**config.mk**
```make
export PLATFORM = sky130hd
export DESIGN_NAME = axi_lsu_master
export DESIGN_NICKNAME = d
export VERILOG_FILES = /design/src/rtl/axi_lsu_master_pkg.sv /design/src/rtl/lsu_align.sv /design/src/rtl/axi_lsu_master.sv
export SDC_FILE = /design/constraint.sdc
export NUM_CORES = 1
export LEC_CHECK = 0
export ABC_CLOCK_PERIOD_IN_PS = 3400
export BUFFER_PORTS_ARGS = -buffer_cell sky130_fd_sc_hd__buf_2
export CORE_ASPECT_RATIO = 0.5
export CORE_MARGIN = 2
export CORE_UTILIZATION = 40
export DETAILED_ROUTE_END_ITERATION = 10
export GPL_TIMING_DRIVEN = 1
export PLACE_DENSITY = 0.88
export SLEW_MARGIN = 20
export SYNTH_ARGS = -nofsm -noshare
export SYNTH_HDL_FRONTEND = slang
export SYNTH_SLANG_ARGS = --single-unit
```
**constraint.sdc**
```tcl
create_clock -name clk -period 3.4 [get_ports clk]
set_clock_uncertainty 0.2 [all_clocks]
set_input_delay 0.68 -clock clk [delete_from_list [all_inputs] [get_ports clk]]
set_output_delay 0.68 -clock clk [all_outputs]
set_load 0.01 [all_outputs]
```
**src/rtl/axi_lsu_master_pkg.sv**
```systemverilog
// Shared codes for the MEM-stage AXI4-Lite load/store unit: funct3 access codes,
// AXI response codes and FSM state encodings.
package axi_lsu_master_pkg;

    localparam logic [2:0] F3_LB  = 3'b000;
    localparam logic [2:0] F3_LH  = 3'b001;
    localparam logic [2:0] F3_LW  = 3'b010;
    localparam logic [2:0] F3_LBU = 3'b100;
    localparam logic [2:0] F3_LHU = 3'b101;
    localparam logic [2:0] F3_SB  = 3'b000;
    localparam logic [2:0] F3_SH  = 3'b001;
    localparam logic [2:0] F3_SW  = 3'b010;

    localparam logic [1:0] RESP_OKAY   = 2'b00;
    localparam logic [1:0] RESP_SLVERR = 2'b10;

    typedef enum logic [2:0] {
        S_IDLE  = 3'd0,
        S_WADDR = 3'd1,
        S_WRESP = 3'd2,
        S_RADDR = 3'd3,
        S_RDATA = 3'd4,
        S_DONE  = 3'd5
    } state_t;

endpackage

```
**src/rtl/lsu_align.sv**
```systemverilog
// Combinational byte-lane logic: store strobes/lane replication, misalignment
// detection and load shift plus sign/zero extension.
module lsu_align
    import axi_lsu_master_pkg::*;
#(
    parameter int DATA_W = 32
) (
    input  logic [2:0]          funct3,
    input  logic [1:0]          byte_off,
    input  logic [DATA_W-1:0]   store_data,
    input  logic [DATA_W-1:0]   load_word,
    output logic [DATA_W/8-1:0] wstrb,
    output logic [DATA_W-1:0]   wdata,
    output logic                misaligned,
    output logic [DATA_W-1:0]   load_ext
);
    localparam int NUM_LANES = DATA_W / 8;

    logic [NUM_LANES-1:0][7:0] lanes;
    logic [DATA_W-1:0]         shifted;

    assign misaligned = (funct3[1:0] == F3_LH[1:0] && byte_off[0]) ||
                        (funct3[1:0] == F3_LW[1:0] && byte_off != 2'b00);

    always_comb begin
        case (funct3[1:0])
            F3_SB[1:0]: wstrb = NUM_LANES'(1) << byte_off;
            F3_SH[1:0]: wstrb = NUM_LANES'(3) << byte_off;
            default:    wstrb = '1;
        endcase
    end

    // Narrow stores are copied into every lane so the strobe alone picks the target bytes.
    for (genvar i = 0; i < NUM_LANES; i++) begin : g_lane
        assign lanes[i] = (funct3[1:0] == F3_SB[1:0]) ? store_data[7:0] :
                          (funct3[1:0] == F3_SH[1:0]) ? store_data[(i%2)*8 +: 8] :
                                                        store_data[i*8 +: 8];
    end
    assign wdata = lanes;

    assign shifted = load_word >> {byte_off, 3'b000};

    always_comb begin
        case (funct3)
            F3_LB:   load_ext = {{(DATA_W-8){shifted[7]}}, shifted[7:0]};
            F3_LBU:  load_ext = {{(DATA_W-8){1'b0}}, shifted[7:0]};
            F3_LH:   load_ext = {{(DATA_W-16){shifted[15]}}, shifted[15:0]};
            F3_LHU:  load_ext = {{(DATA_W-16){1'b0}}, shifted[15:0]};
            default: load_ext = shifted;
        endcase
    end

endmodule

```
**src/rtl/axi_lsu_master.sv**
```systemverilog
// MEM-stage load/store unit: one AXI4-Lite transaction per memory instruction,
// stalling the pipeline until the response arrives.
module axi_lsu_master
    import axi_lsu_master_pkg::*;
#(
    parameter int ADDR_W = 32,
    parameter int DATA_W = 32
) (
    input  logic                clk,
    input  logic                rst,
    input  logic                mem_read,
    input  logic                mem_write,
    input  logic [31:0]         mem_addr,
    input  logic [31:0]         mem_wdata,
    input  logic [2:0]          funct3,
    output logic [31:0]         load_data,
    output logic                stall_axi,
    output logic                mem_misaligned,
    output logic                mem_bus_err,
    output logic [ADDR_W-1:0]   m_awaddr,
    output logic                m_awvalid,
    input  logic                m_awready,
    output logic [2:0]          m_awprot,
    output logic [DATA_W-1:0]   m_wdata,
    output logic [DATA_W/8-1:0] m_wstrb,
    output logic                m_wvalid,
    input  logic                m_wready,
    input  logic [1:0]          m_bresp,
    input  logic                m_bvalid,
    output logic                m_bready,
    output logic [ADDR_W-1:0]   m_araddr,
    output logic                m_arvalid,
    input  logic                m_arready,
    output logic [2:0]          m_arprot,
    input  logic [DATA_W-1:0]   m_rdata,
    input  logic [1:0]          m_rresp,
    input  logic                m_rvalid,
    output logic                m_rready
);
    state_t            state, state_n;
    logic              aw_done, w_done, aw_done_n, w_done_n;
    logic              awvalid_n, wvalid_n, bready_n, arvalid_n, rready_n;
    logic              aw_fin, w_fin, misaligned;
    logic [DATA_W-1:0] load_ext;

    lsu_align #(.DATA_W(DATA_W)) u_align (
        .funct3     (funct3),
        .byte_off   (mem_addr[1:0]),
        .store_data (mem_wdata),
        .load_word  (m_rdata),
        .wstrb      (m_wstrb),
        .wdata      (m_wdata),
        .misaligned (misaligned),
        .load_ext   (load_ext)
    );

    // Request inputs are frozen by the stall, so payload can come straight from them.
    assign m_awaddr = ADDR_W'({mem_addr[31:2], 2'b00});
    assign m_araddr = ADDR_W'({mem_addr[31:2], 2'b00});
    assign m_awprot = 3'b000;
    assign m_arprot = 3'b000;

    assign aw_fin = aw_done || (m_awvalid && m_awready);
    assign w_fin  = w_done  || (m_wvalid  && m_wready);

    always_ff @(posedge clk or posedge rst) begin
        if (rst) state <= S_IDLE;
        else     state <= state_n;
    end

    always_comb begin
        state_n = state;
        case (state)
            S_IDLE: begin
                if (mem_write && !misaligned)     state_n = S_WADDR;
                else if (mem_read && !misaligned) state_n = S_RADDR;
            end
            S_WADDR: if (aw_fin && w_fin)           state_n = S_WRESP;
            S_WRESP: if (m_bvalid && m_bready)      state_n = S_DONE;
            S_RADDR: if (m_arvalid && m_arready)    state_n = S_RDATA;
            S_RDATA: if (m_rvalid && m_rready)      state_n = S_DONE;
            S_DONE:                                 state_n = S_IDLE;
            default:                                state_n = S_IDLE;
        endcase
    end

    always_comb begin
        stall_axi      = 1'b0;
        mem_misaligned = 1'b0;
        mem_bus_err    = 1'b0;
        awvalid_n      = 1'b0;
        wvalid_n       = 1'b0;
        bready_n       = 1'b0;
        arvalid_n      = 1'b0;
        rready_n       = 1'b0;
        aw_done_n      = 1'b0;
        w_done_n       = 1'b0;
        case (state)
            S_IDLE: begin
                stall_axi      = (mem_read || mem_write) && !misaligned;
                mem_misaligned = (mem_read || mem_write) && misaligned;
                awvalid_n      = (state_n == S_WADDR);
                wvalid_n       = (state_n == S_WADDR);
                arvalid_n      = (state_n == S_RADDR);
            end
            S_WADDR: begin
                stall_axi = 1'b1;
                awvalid_n = m_awvalid && !m_awready;
                wvalid_n  = m_wvalid && !m_wready;
                aw_done_n = aw_fin;
                w_done_n  = w_fin;
                bready_n  = aw_fin && w_fin;
            end
            S_WRESP: begin
                stall_axi   = 1'b1;
                bready_n    = !(m_bvalid && m_bready);
                mem_bus_err = m_bvalid && m_bready && (m_bresp != RESP_OKAY);
            end
            S_RADDR: begin
                stall_axi = 1'b1;
                arvalid_n = !m_arready;
                rready_n  = m_arready;
            end
            S_RDATA: begin
                stall_axi   = 1'b1;
                rready_n    = !(m_rvalid && m_rready);
                mem_bus_err = m_rvalid && m_rready && (m_rresp != RESP_OKAY);
            end
            default: ;
        endcase
        // Keep the hazard unit and error flags quiet while reset is held.
        if (rst) begin
            stall_axi      = 1'b0;
            mem_misaligned = 1'b0;
            mem_bus_err    = 1'b0;
        end
    end

    always_ff @(posedge clk or posedge rst) begin
        if (rst) begin
            m_awvalid <= 1'b0;
            m_wvalid  <= 1'b0;
            m_bready  <= 1'b0;
            m_arvalid <= 1'b0;
            m_rready  <= 1'b0;
            aw_done   <= 1'b0;
            w_done    <= 1'b0;
            load_data <= '0;
        end else begin
            m_awvalid <= awvalid_n;
            m_wvalid  <= wvalid_n;
            m_bready  <= bready_n;
            m_arvalid <= arvalid_n;
            m_rready  <= rready_n;
            aw_done   <= aw_done_n;
            w_done    <= w_done_n;
            if (state == S_RDATA && m_rvalid && m_rready)
                load_data <= (m_rresp == RESP_OKAY) ? load_ext : '0;
        end
    end

endmodule

```
==> results of run 1 <==
## cell usage in the layout (no fill, tap or decap), drive strengths merged, types with 2 or more instances in the layout
cell,instances
clkbuf,5
nor3,3
nor2,20
a21oi,26
nand2,44
nand3,5
o21bai,2
a221o,8
nand3b,2
nor2b,10
a22o,2
mux2,23
o21ai,30
dfrtp,42
o211ai,9
buf,166
clkinv,2
nand2b,10
conb,10
mux2i,17
a211o,8
and3b,2
or3b,2
## metal layers
layer / track usage, % / wire length, um
met1: 25.1 / 3700
met2: 36.6 / 4960
met3: 5.74 / 905
met4: 7.13 / 185
met5: 0 / 13
## synth_stat cells (all sizes together), types with 2 or more instances
cell | n | area (um2)
clkbuf | 16 | 60.1
nand2 | 44 | 165
o21bai | 2 | 15.0
a221o | 8 | 80.1
nand2b | 10 | 62.6
o211ai | 9 | 113
nor3 | 3 | 15.0
a22o | 2 | 17.5
buf | 89 | 653
o21ai | 30 | 150
a21oi | 26 | 130
or3b | 2 | 17.5
nor2 | 20 | 75.1
nand3b | 2 | 15.0
nor2b | 10 | 62.6
dfrtp | 42 | 1050
mux2i | 17 | 170
a211o | 8 | 70.1
mux2 | 23 | 259
nand3 | 5 | 25.0
and3b | 2 | 17.5
## flip-flops by register name, summed over array words and instances, names as in the netlist
register	flops
m_awvalid	1
m_bready	1
m_arvalid	1
m_rready	1
aw_done	1
state	3
load_data	32
w_done	1
m_wvalid	1
## worst min path at each step
| stage | slack (ns) | start | depth (start not counted) | to |
|---|---|---|---|---|
| floorplan | 0.26 | aw_done$_DFF_PP0_ | 2 | aw_done$_DFF_PP0_ |
| global placement | 0.26 | load_data[12]$_DFFE_PP0P_ | 2 | load_data[12]$_DFFE_PP0P_ |
| detailed placement | 0.27 | load_data[31]$_DFFE_PP0P_ | 2 | load_data[31]$_DFFE_PP0P_ |
| CTS | 0.29 | load_data[1]$_DFFE_PP0P_ | 2 | load_data[1]$_DFFE_PP0P_ |
| global route | 0.31 | load_data[1]$_DFFE_PP0P_ | 2 | load_data[1]$_DFFE_PP0P_ |
| finish | 0.28 | load_data[6]$_DFFE_PP0P_ | 2 | load_data[6]$_DFFE_PP0P_ |
## final cells by class
cell class              instances  area, um2  area share (%)
multi-input cells             249       1650            43.0
flip-flops and latches         42       1050            27.4
repair buffers                166        853            22.3
well taps                     112        140            3.66
clock buffers                   5        125            3.26
clock inverters                 2       10.0           0.261
inverters                       1       3.75          0.0979
diodes                          1       2.50          0.0653
## power groups by stage
| stage | Clock (W) | Combinational, W | Sequential [W] |
|---|---|---|---|
| after floorplan | 0 | 0.000387 | 0.000608 |
| after global placement | 0 | 0.000458 | 0.000616 |
| after detailed placement | 0 | 0.000467 | 0.000617 |
| after CTS | 0.000457 | 0.000472 | 0.000609 |
| after global routing | 0.000475 | 0.000521 | 0.000623 |
| final | 0.000450 | 0.000473 | 0.000612 |
## stage by stage
step	utilization, %	worst slack (ns)	total power [W]
floorplan	-	0.540	0.000995
global placement	45.5	0.674	0.00107
detailed placement	45.5	0.635	0.00108
CTS	47.2	0.393	0.00154
global route	47.2	0.276	0.00162
finish	47.2	0.371	0.00154
## kinds of logic after synthesis
group           share of synthesized area, %
xor+xnor                               0.518
flops                                   31.1
mux                                     13.4
buf+inv                                 21.2
compound gates                          18.7
other cells                            0.111
simple gates                            15.1
## worst min-delay path: stages, from the launching register on
cell and delay, ns:
dfrtp_1 0.34, nand2_1 0.04, o21ai_0 0.06
==> flow_metrics.py, run 1 <==
metrics = {
    "yosys": {
        "syn_inst": 388,
        "ys_seq_elements": 42,
        "async_flop_share_pct": 100,
        "synth_enable_flop_cells": 0,
        "mappedNetlistArea_mm2": 0.00338,
        "synth_sequential_area_ratio_pct": 31.1,
        "postSynthAreaPerCell_um2": 8.72,
        "dominantRegCellSynth": "dfrtp_1",
        "yosysUniqueCellTypes": 41,
        "yosys_warnings": 0,
    },
    "floorplanning": {
        "die-area_mm2": 0.00925,
        "die_w_um": 134,
        "floorplan.initialDensity_pct": 41.7,
        "pin_count": 258,
        "floorplan.rows": 23,
        "fp.dieH_um": 69.0,
        "floorplan.core_area_mm2": 0.00812,
    },
    "worst_setup_path": {
        "worst-path-max-fanout": 15,
        "timing.setup.critical_path_class": "reg2out",
        "critical_path_arrival_ns": 2.15,
        "critPathMaxStageDelay_ns": 0.51,
        "path_depth": 5,
        "required_ns": 2.52,
        "critical_path_s_slowest_cell": "dfrtp_1",
        "setup.reg_to_reg.worst_slack_ns": 0.81,
        "critPathLaunch": "state[0]$_DFF_PP0_",
        "critical_path.reg2reg.startpoint": "state[0]$_DFF_PP0_",
        "cp_cell_sequence": "or3b_1 > or2_2 > o32a_1 > nor4_1 > buf_2",
        "worst-r2r-cell-count": 5,
        "crit_path_capture_type": "primary output",
        "timing.critical_path.to": "mem_bus_err",
        "critical_path.reg2reg.endpoint": "load_data[20]$_DFFE_PP0P_",
        "setup.worst_path.start_class": "flip-flop",
        "worstPathBufferInverterCount": 1,
        "critical-path-top-delay-family": "simple AND/OR/NAND/NOR gates",
    },
    "clock_network": {
        "h_tree_level_count": 2,
        "cts_hold_repair.buffers": 0,
        "cts_buffers": 5,
        "clk_path_buf_depth": 2,
        "path_clk_slew_ns": 0.06,
        "clock-sinks": 42,
        "clock_tree.root_cell": "clkbuf_16",
        "clk_latency_ns": 0.28,
        "cts_setup_buffers": 0,
        "post_cts_resize_count": 0,
        "cts_tree": "built",
    },
    "cells_and_area": {
        "num-fill-cells": 756,
        "layoutNonFillerInstCount": 578,
        "num-nets-final": 577,
        "fin_area_mm2": 0.00383,
        "synthToLayoutAreaGrowth_pct": 13.4,
        "drive_above_1_share_pct": 44.9,
    },
    "pwr": {
        "irDropWorstVdd_uv": 192,
        "p_comb_share_pct": 30.8,
        "switching_share_pct": 33.2,
        "power.switching_w": 0.000510,
        "power_leakage_nw": 2.04,
        "power_per_cell_area_mw_per_mm2": 400,
        "power.clock.fraction_pct": 29.3,
        "p_int_w": 0.00103,
        "register_share_of_total_power_pct": 39.9,
    },
    "global_routing": {
        "grt_pass1_wl_mm": 15.7,
        "gr-usage-all-layers_pct": 21.0,
        "grt_max_degree": 43,
        "grt_overflow": 0,
        "number_of_global_route_vias_before_repair": 3025,
        "initial_antenna_violation_count": 2,
    },
    "drt": {
        "vias_per_cell": 5.26,
        "drtPass1Iterations": 5,
        "detail_route.wl_per_cell_um": 16.9,
        "wirelength_mm": 9.77,
        "drc": 0,
        "detailedRoute.firstIterationViolations": 279,
        "route.antenna.remaining_nets": 0,
        "detailroute.via_count": 3039,
    },
    "timing": {
        "setup_viol": 0,
        "holdWs_ns": 0.283,
        "period_needed_ns": 3.03,
        "finalCritPeriodShare_pct": 89.1,
        "hold_viol_final": 0,
        "grt_setup_unrepaired": "no",
        "finalMaxSlewViolations": 0,
        "fin_tns_setup_ns": 0,
        "timing.max_slew.rel_slack_pct": 62.4,
        "max_freq_mhz": 330,
        "worst-slew-pin-transition_ns": 0.563,
    },
    "placement": {
        "detailed_place_hpwl_mm": 7.61,
        "post_dp_cell_area_mm2": 0.00370,
        "finalWeightedCongestion": 0.909,
        "post-place-cells": 570,
        "port_buffers": 157,
    },
    "run": {
        "max_cap_violation_count": 0,
    },
    "worst_hold_path": {
        "worst_hold_path_type": "reg2reg",
    },
    "outcome": {
        "outcome": "completed",
    },
}
No activity file was read; power rests on OpenSTA's default activity.
==> inputs of run 2 (changes only) <==
--- a/config.mk
+++ b/config.mk
@@ -12,6 +12,7 @@
 export CORE_UTILIZATION = 40
 export DETAILED_ROUTE_END_ITERATION = 10
 export GPL_TIMING_DRIVEN = 1
+export MAX_ROUTING_LAYER = met4
 export PLACE_DENSITY = 0.88
 export SLEW_MARGIN = 20
 export SYNTH_ARGS = -nofsm -noshare
==> flow_metrics.py, run 2 <==
metrics = {
    "placement": {
        "finalWeightedCongestion": 0.901,
        "port_buffers": 157,
        "detailed_place_hpwl_mm": 7.76,
        "post_dp_cell_area_mm2": 0.00370,
        "place_ws_ns": 0.579,
    },
    "global_routing": {
        "initial_antenna_violation_count": 2,
        "grt_overflow": 0,
        "number_of_global_route_vias_before_repair": 3068,
        "grt_max_degree": 43,
        "gr-usage-all-layers_pct": 21.9,
        "grt_pass1_wl_mm": 15.7,
    },
    "yosys": {
        "dominantRegCellSynth": "dfrtp_1",
        "ys_top_cells_by_count": "buf_4 (79), nand2_1 (44), dfrtp_1 (42), o21ai_0 (30), a21oi_1 (26)",
        "synth_enable_flop_cells": 0,
        "yosys.cell_count.top_type": "buf_4",
        "mappedNetlistArea_mm2": 0.00338,
        "ys_seq_elements": 42,
        "netlist.top_cell.by_area": "dfrtp_1",
        "synthDominantCellAreaShare_pct": 31.1,
        "yosys_warnings": 0,
        "syn_inst": 388,
        "yosysUniqueCellTypes": 41,
        "synth.area.top_cells": "dfrtp_1 (31%), buf_4 (18%), mux2_2 (7.7%)",
        "async_flop_share_pct": 100,
        "postSynthAreaPerCell_um2": 8.72,
        "synth_sequential_area_ratio_pct": 31.1,
    },
    "outcome": {
        "failed_stage": "5_2_route",
        "error_line": "[ERROR DRT-0255] Maze Route cannot find path of net mem_addr[21] in worker of routeBox ( 96600 0 ) ( 134040 48300 ).",
        "outcome": "did not finish",
    },
    "floorplanning": {
        "fp.dieH_um": 69.0,
        "pin_count": 258,
        "floorplan.initialDensity_pct": 41.7,
        "floorplan.rows": 23,
        "die_w_um": 134,
    },
    "clock_network": {
        "clock_tree.root_cell": "clkbuf_16",
        "h_tree_level_count": 2,
        "clk_path_buf_depth": 2,
        "cts_buffers": 5,
        "clock-sinks": 42,
        "cts_hold_repair.buffers": 0,
        "cts_setup_buffers": 0,
        "post_cts_resize_count": 0,
    },
}
-- run 2: cell counts after synthesis --
No cell type changed its count.
-- run 2: metrics by stage --
stage / instances / util, %
global route: 580 / 48.1
floorplan: 397 / -
global placement: 570 / 45.5
CTS: 578 / 48.0
detailed placement: 570 / 45.5
-- run 2: cells by family after synthesis --
kind of cell	count (synthesis)	synth area share, %
buf+inv	106	21.2
xor+xnor	2	0.518
simple gates	105	15.1
mux	41	13.4
compound gates	91	18.7
other cells	1	0.111
flops	42	31.1
-- run 2: metal layers --
metal  track usage, %
met1             24.3
met2             37.3
met3             5.74
met4             9.71
met5                -
==> inputs of run 3 (changes only) <==
--- a/config.mk
+++ b/config.mk
@@ -7,13 +7,11 @@
 export LEC_CHECK = 0
 export ABC_CLOCK_PERIOD_IN_PS = 3400
 export BUFFER_PORTS_ARGS = -buffer_cell sky130_fd_sc_hd__buf_2
-export CORE_ASPECT_RATIO = 0.5
 export CORE_MARGIN = 2
-export CORE_UTILIZATION = 40
+export CORE_UTILIZATION = 25
 export DETAILED_ROUTE_END_ITERATION = 10
 export GPL_TIMING_DRIVEN = 1
-export MAX_ROUTING_LAYER = met4
-export PLACE_DENSITY = 0.88
+export PLACE_DENSITY_LB_ADDON = 0.15
 export SLEW_MARGIN = 20
 export SYNTH_ARGS = -nofsm -noshare
 export SYNTH_HDL_FRONTEND = slang
==> flow_metrics.py, run 3 (synthesized netlist as in run 1, its figures left out) <==
metrics = {
    "outcome": {
        "outcome": "completed",
    },
    "worst_setup_path": {
        "timing.setup.critical_path_class": "reg2out",
        "cp_cell_sequence": "or3b_1 > or2_2 > o32a_1 > nor4_1 > buf_2",
        "critical_path_arrival_ns": 2.11,
        "worst-path-max-fanout": 15,
        "required_ns": 2.52,
        "crit_path_capture_type": "primary output",
        "setup.worst_path.start_class": "flip-flop",
        "critPathMaxStageDelay_ns": 0.53,
        "critical_path_s_slowest_cell": "dfrtp_1",
    },
    "clock_network": {
        "h_tree_level_count": 2,
        "clk_latency_ns": 0.28,
        "post_cts_resize_count": 0,
        "cts_tree": "built",
        "path_clk_slew_ns": 0.06,
        "cts_hold_repair.buffers": 0,
        "clock_tree.root_cell": "clkbuf_16",
        "cts_setup_buffers": 0,
        "clk_path_buf_depth": 2,
        "clock-sinks": 42,
        "cts_buffers": 5,
    },
    "placement": {
        "finalWeightedCongestion": 0.847,
        "detailed_place_hpwl_mm": 8.86,
        "place_ws_ns": 0.659,
        "port_buffers": 157,
    },
    "floorplanning": {
        "floorplan.core_area_mm2": 0.0132,
        "fp.dieH_um": 120,
        "floorplan.initialDensity_pct": 25.5,
        "floorplan.rows": 42,
        "pin_count": 258,
        "die_w_um": 120,
        "die-area_mm2": 0.0145,
    },
    "drt": {
        "wirelength_mm": 11.1,
        "detailroute.via_count": 2967,
        "detail_route.wl_per_cell_um": 17.2,
        "drtPass1Iterations": 4,
        "route.antenna.remaining_nets": 0,
        "drc": 0,
        "vias_per_cell": 4.60,
        "detailedRoute.firstIterationViolations": 110,
    },
    "worst_hold_path": {
        "worst_hold_path_type": "reg2reg",
    },
    "global_routing": {
        "gr-usage-all-layers_pct": 15.2,
        "number_of_global_route_vias_before_repair": 3044,
        "grt_max_degree": 43,
        "initial_antenna_violation_count": 0,
        "grt_pass1_wl_mm": 17.2,
        "grt_overflow": 0,
    },
    "cells_and_area": {
        "mostFrequentLayoutCells": "buf_2 (157), nand2_1 (44), dfrtp_1 (42)",
        "layout.cells.most_common": "buf_2",
        "num-nets-final": 580,
        "largest_register_ff_count": 32,
        "count_of_antenna_diodes_in_the_layout": 0,
        "max_flop_register": "load_data",
        "synthToLayoutAreaGrowth_pct": 17.1,
        "reg_top3": "load_data (32), state (3)",
        "drive_above_1_share_pct": 45.0,
        "num-fill-cells": 1476,
    },
    "timing": {
        "max_freq_mhz": 335,
        "setup_viol": 0,
        "grt_setup_unrepaired": "no",
        "worst-slew-pin-transition_ns": 0.571,
        "finalCritPeriodShare_pct": 87.9,
        "finalMaxSlewViolations": 0,
        "timing.max_slew.rel_slack_pct": 61.9,
        "fin_tns_setup_ns": 0,
        "hold_viol_final": 0,
        "period_needed_ns": 2.99,
        "timing.final.ws_setup_ns": 0.411,
    },
    "pwr": {
        "power.clock.fraction_pct": 33.4,
        "power_per_cell_area_mw_per_mm2": 412,
        "switching_share_pct": 31.9,
        "register_share_of_total_power_pct": 37.5,
        "p_int_w": 0.00111,
        "power_leakage_nw": 2.05,
        "irDropWorstVdd_uv": 180,
        "p_comb_share_pct": 29.2,
        "power.switching_w": 0.000521,
    },
    "run": {
        "max_cap_violation_count": 0,
    },
}
==> run 3: worst paths after layout <==
path	cells past startpoint	slack (ns)	from	end
worst max register to register	4	0.65	state[0]$_DFF_PP0_	load_data[26]$_DFFE_PP0P_
worst min register to register	2	0.28	load_data[8]$_DFFE_PP0P_	load_data[8]$_DFFE_PP0P_
worst min-delay path	2	0.28	load_data[8]$_DFFE_PP0P_	load_data[8]$_DFFE_PP0P_
max in group asynchronous	3	2.24	rst	load_data[10]$_DFFE_PP0P_
min in group asynchronous	3	0.37	rst	m_arvalid$_DFF_PP0_
worst max-delay path	5	0.41	state[0]$_DFF_PP0_	mem_bus_err
==> run 3: metal layers <==
layer / vias to the layer above / GRT usage [%] / part of all wire [%]
met1: 1382 / 19.0 / 42
met2: 142 / 26.3 / 49
met5: - / 0 / 0
li1: 1424 / - / -
met4: 0 / 4.07 / 1.7
met3: 19 / 3.54 / 8.0
==> run 3: power by group through the flow <==
stage | clock [W] | combinational (W) | sequential [W]
6_report | 0.000544 | 0.000476 | 0.000611
5_1_grt | 0.000576 | 0.000539 | 0.000622
4_1_cts | 0.000555 | 0.000486 | 0.000610
3_5_place_dp | 0 | 0.000484 | 0.000620
3_3_place_gp | 0 | 0.000485 | 0.000618
2_1_floorplan | 0 | 0.000387 | 0.000608
==> run 3: cell type report <==
cell class                      count  area [um2]  share of cell area [%]
Clock inverter                      1        30.0                   0.758
Clock buffer                        7         133                    3.35
Tap cell                          176         220                    5.56
Inverter                            1        3.75                  0.0948
Sequential cell                    42        1050                    26.5
Timing Repair Buffer              169         876                    22.1
Multi-Input combinational cell    249        1650                    41.6
==> run 3: critical path: cells and delay by family (launching register included) <==
family | cells | cell delay (ns)
simple gates | 3 | 0.95
flops | 1 | 0.53
buf+inv | 1 | 0.18
compound gates | 1 | 0.17
==> run 3: per-stage QoR <==
step / std cells / utilization, % / area [um2] / power [W] / hold WS [ns]
after floorplan: 397 / - / 3420 / 0.000995 / 0.257
after global placement: 637 / 28.7 / 3800 / 0.00110 / 0.264
after detailed placement: 637 / 28.7 / 3800 / 0.00110 / 0.268
after CTS: 645 / 29.9 / 3960 / 0.00165 / 0.282
after global routing: 645 / 29.9 / 3960 / 0.00174 / 0.312
final: 645 / 29.9 / 3960 / 0.00163 / 0.276
==> inputs of run 4 (changes only) <==
--- a/config.mk
+++ b/config.mk
@@ -8,7 +8,7 @@
 export ABC_CLOCK_PERIOD_IN_PS = 3400
 export BUFFER_PORTS_ARGS = -buffer_cell sky130_fd_sc_hd__buf_2
 export CORE_MARGIN = 2
-export CORE_UTILIZATION = 25
+export CORE_UTILIZATION = 30
 export DETAILED_ROUTE_END_ITERATION = 10
 export GPL_TIMING_DRIVEN = 1
 export PLACE_DENSITY_LB_ADDON = 0.15
==> flow_metrics.py, run 4 (synthesized netlist as in run 1, its figures left out) <==
metrics = {
    "floorplanning": {
        "floorplan.rows": 38,
        "floorplan.core_area_mm2": 0.0109,
        "die_w_um": 110,
        "fp.dieH_um": 110,
        "die-area_mm2": 0.0121,
        "pin_count": 258,
        "floorplan.initialDensity_pct": 30.9,
    },
    "worst_setup_path": {
        "worst-path-max-fanout": 8,
        "critical_path_arrival_ns": 2.04,
        "setup.worst_path.start_class": "flip-flop",
        "setup.reg_to_reg.worst_slack_ns": 0.77,
        "required_ns": 2.52,
        "timing.setup.critical_path_class": "reg2out",
        "crit_path_capture_type": "primary output",
    },
    "timing": {
        "finalMaxSlewViolations": 0,
        "timing.max_slew.rel_slack_pct": 58.6,
        "fin_tns_setup_ns": 0,
        "finalCritPeriodShare_pct": 86.0,
        "setup_viol": 0,
        "worst-slew-pin-transition_ns": 0.620,
        "hold_viol_final": 0,
        "grt_setup_unrepaired": "no",
        "max_freq_mhz": 342,
        "period_needed_ns": 2.92,
    },
    "drt": {
        "detailroute.via_count": 2931,
        "detail_route.wl_per_cell_um": 16.5,
        "drc": 0,
        "wirelength_mm": 10.0,
        "route.antenna.remaining_nets": 0,
        "vias_per_cell": 4.81,
        "drtPass1Iterations": 4,
        "detailedRoute.firstIterationViolations": 136,
    },
    "clock_network": {
        "clk_latency_ns": 0.29,
        "post_cts_resize_count": 0,
        "clk_path_buf_depth": 2,
        "cts_tree": "built",
        "clock-sinks": 42,
        "cts_hold_repair.buffers": 0,
        "cts_buffers": 5,
        "cts_setup_buffers": 0,
        "clock_tree.root_cell": "clkbuf_16",
        "h_tree_level_count": 2,
        "path_clk_slew_ns": 0.07,
    },
    "pwr": {
        "power_leakage_nw": 2.05,
        "irDropWorstVdd_uv": 210,
        "power_per_cell_area_mw_per_mm2": 404,
    },
    "run": {
        "max_cap_violation_count": 0,
    },
    "placement": {
        "finalWeightedCongestion": 0.782,
        "detailed_place_hpwl_mm": 7.78,
        "post_dp_cell_area_mm2": 0.00375,
        "port_buffers": 157,
    },
    "global_routing": {
        "gr-usage-all-layers_pct": 16.6,
        "grt_overflow": 0,
        "grt_max_degree": 43,
        "grt.met3_usage_pct": 3.88,
        "grt.busiest_layer": "met2",
        "initial_antenna_violation_count": 0,
        "met1_usage_pct": 21.4,
        "number_of_global_route_vias_before_repair": 2863,
        "grt_pass1_wl_mm": 15.3,
        "use_met2_pct": 28.0,
    },
    "cells_and_area": {
        "synthToLayoutAreaGrowth_pct": 15.3,
        "num-nets-final": 580,
        "drive_above_1_share_pct": 45.4,
        "count_of_antenna_diodes_in_the_layout": 0,
        "layout.cells.most_common": "buf_2",
        "reg_top3": "load_data (32), state (3)",
        "largest_register_ff_count": 32,
        "fin_area_mm2": 0.00390,
        "mostFrequentLayoutCells": "buf_2 (157), nand2_1 (44), dfrtp_1 (42)",
        "postLayoutCoreUtil_pct": 35.7,
        "max_flop_register": "load_data",
    },
    "worst_hold_path": {
        "worst_hold_path_type": "reg2reg",
    },
    "outcome": {
        "outcome": "completed",
    },
}
==> run 4: layout make-up <==
cell class | instances | area (um2)
Tap cell | 140 | 175
Timing Repair Buffer | 169 | 876
Clock inverter | 3 | 21.3
Inverter | 1 | 3.75
Multi-Input combinational cell | 249 | 1650
Clock buffer | 5 | 125
Fill cell | 1157 | 7040
Sequential cell | 42 | 1050
==> run 4: power by group <==
group / internal (W) / switching, W
clock network: 0.000272 / 0.000212
logic: 0.000218 / 0.000282
registers: 0.000553 / 0.0000385
==> run 4: layer usage <==
layer  share of wire [%]  vias to the layer above
li1                    -                     1419
met1                  43                     1358
met2                  48                      143
met3                 7.7                       11
met4                 1.0                        0
met5                   0                        -
==> run 4: final timing paths <==
path,start,cells after the start,end
max in group asynchronous,rst,3,load_data[22]$_DFFE_PP0P_
hold / removal,load_data[12]$_DFFE_PP0P_,2,load_data[12]$_DFFE_PP0P_
setup / recovery,state[1]$_DFF_PP0_,5,mem_bus_err
hold reg to reg,load_data[12]$_DFFE_PP0P_,2,load_data[12]$_DFFE_PP0P_
setup reg to reg,state[1]$_DFF_PP0_,4,load_data[26]$_DFFE_PP0P_
min in group asynchronous,rst,3,m_bready$_DFF_PP0_
==> run 4: worst max-delay path: stages (launching register included) <==
cell,delay [ns]
dfrtp_1,0.45
or3b_1,0.42
or2_2,0.30
o32a_1,0.18
nor4_1,0.23
buf_2,0.18
==> run 4: stage by stage <==
step / hold slack (ns) / setup WS [ns] / std cells / total power, W
floorplan: 0.257 / 0.540 / 397 / 0.000995
global placement: 0.261 / 0.747 / 601 / 0.00111
detailed placement: 0.271 / 0.720 / 601 / 0.00110
CTS: 0.286 / 0.467 / 609 / 0.00160
global route: 0.314 / 0.370 / 609 / 0.00168
finish: 0.275 / 0.477 / 609 / 0.00157
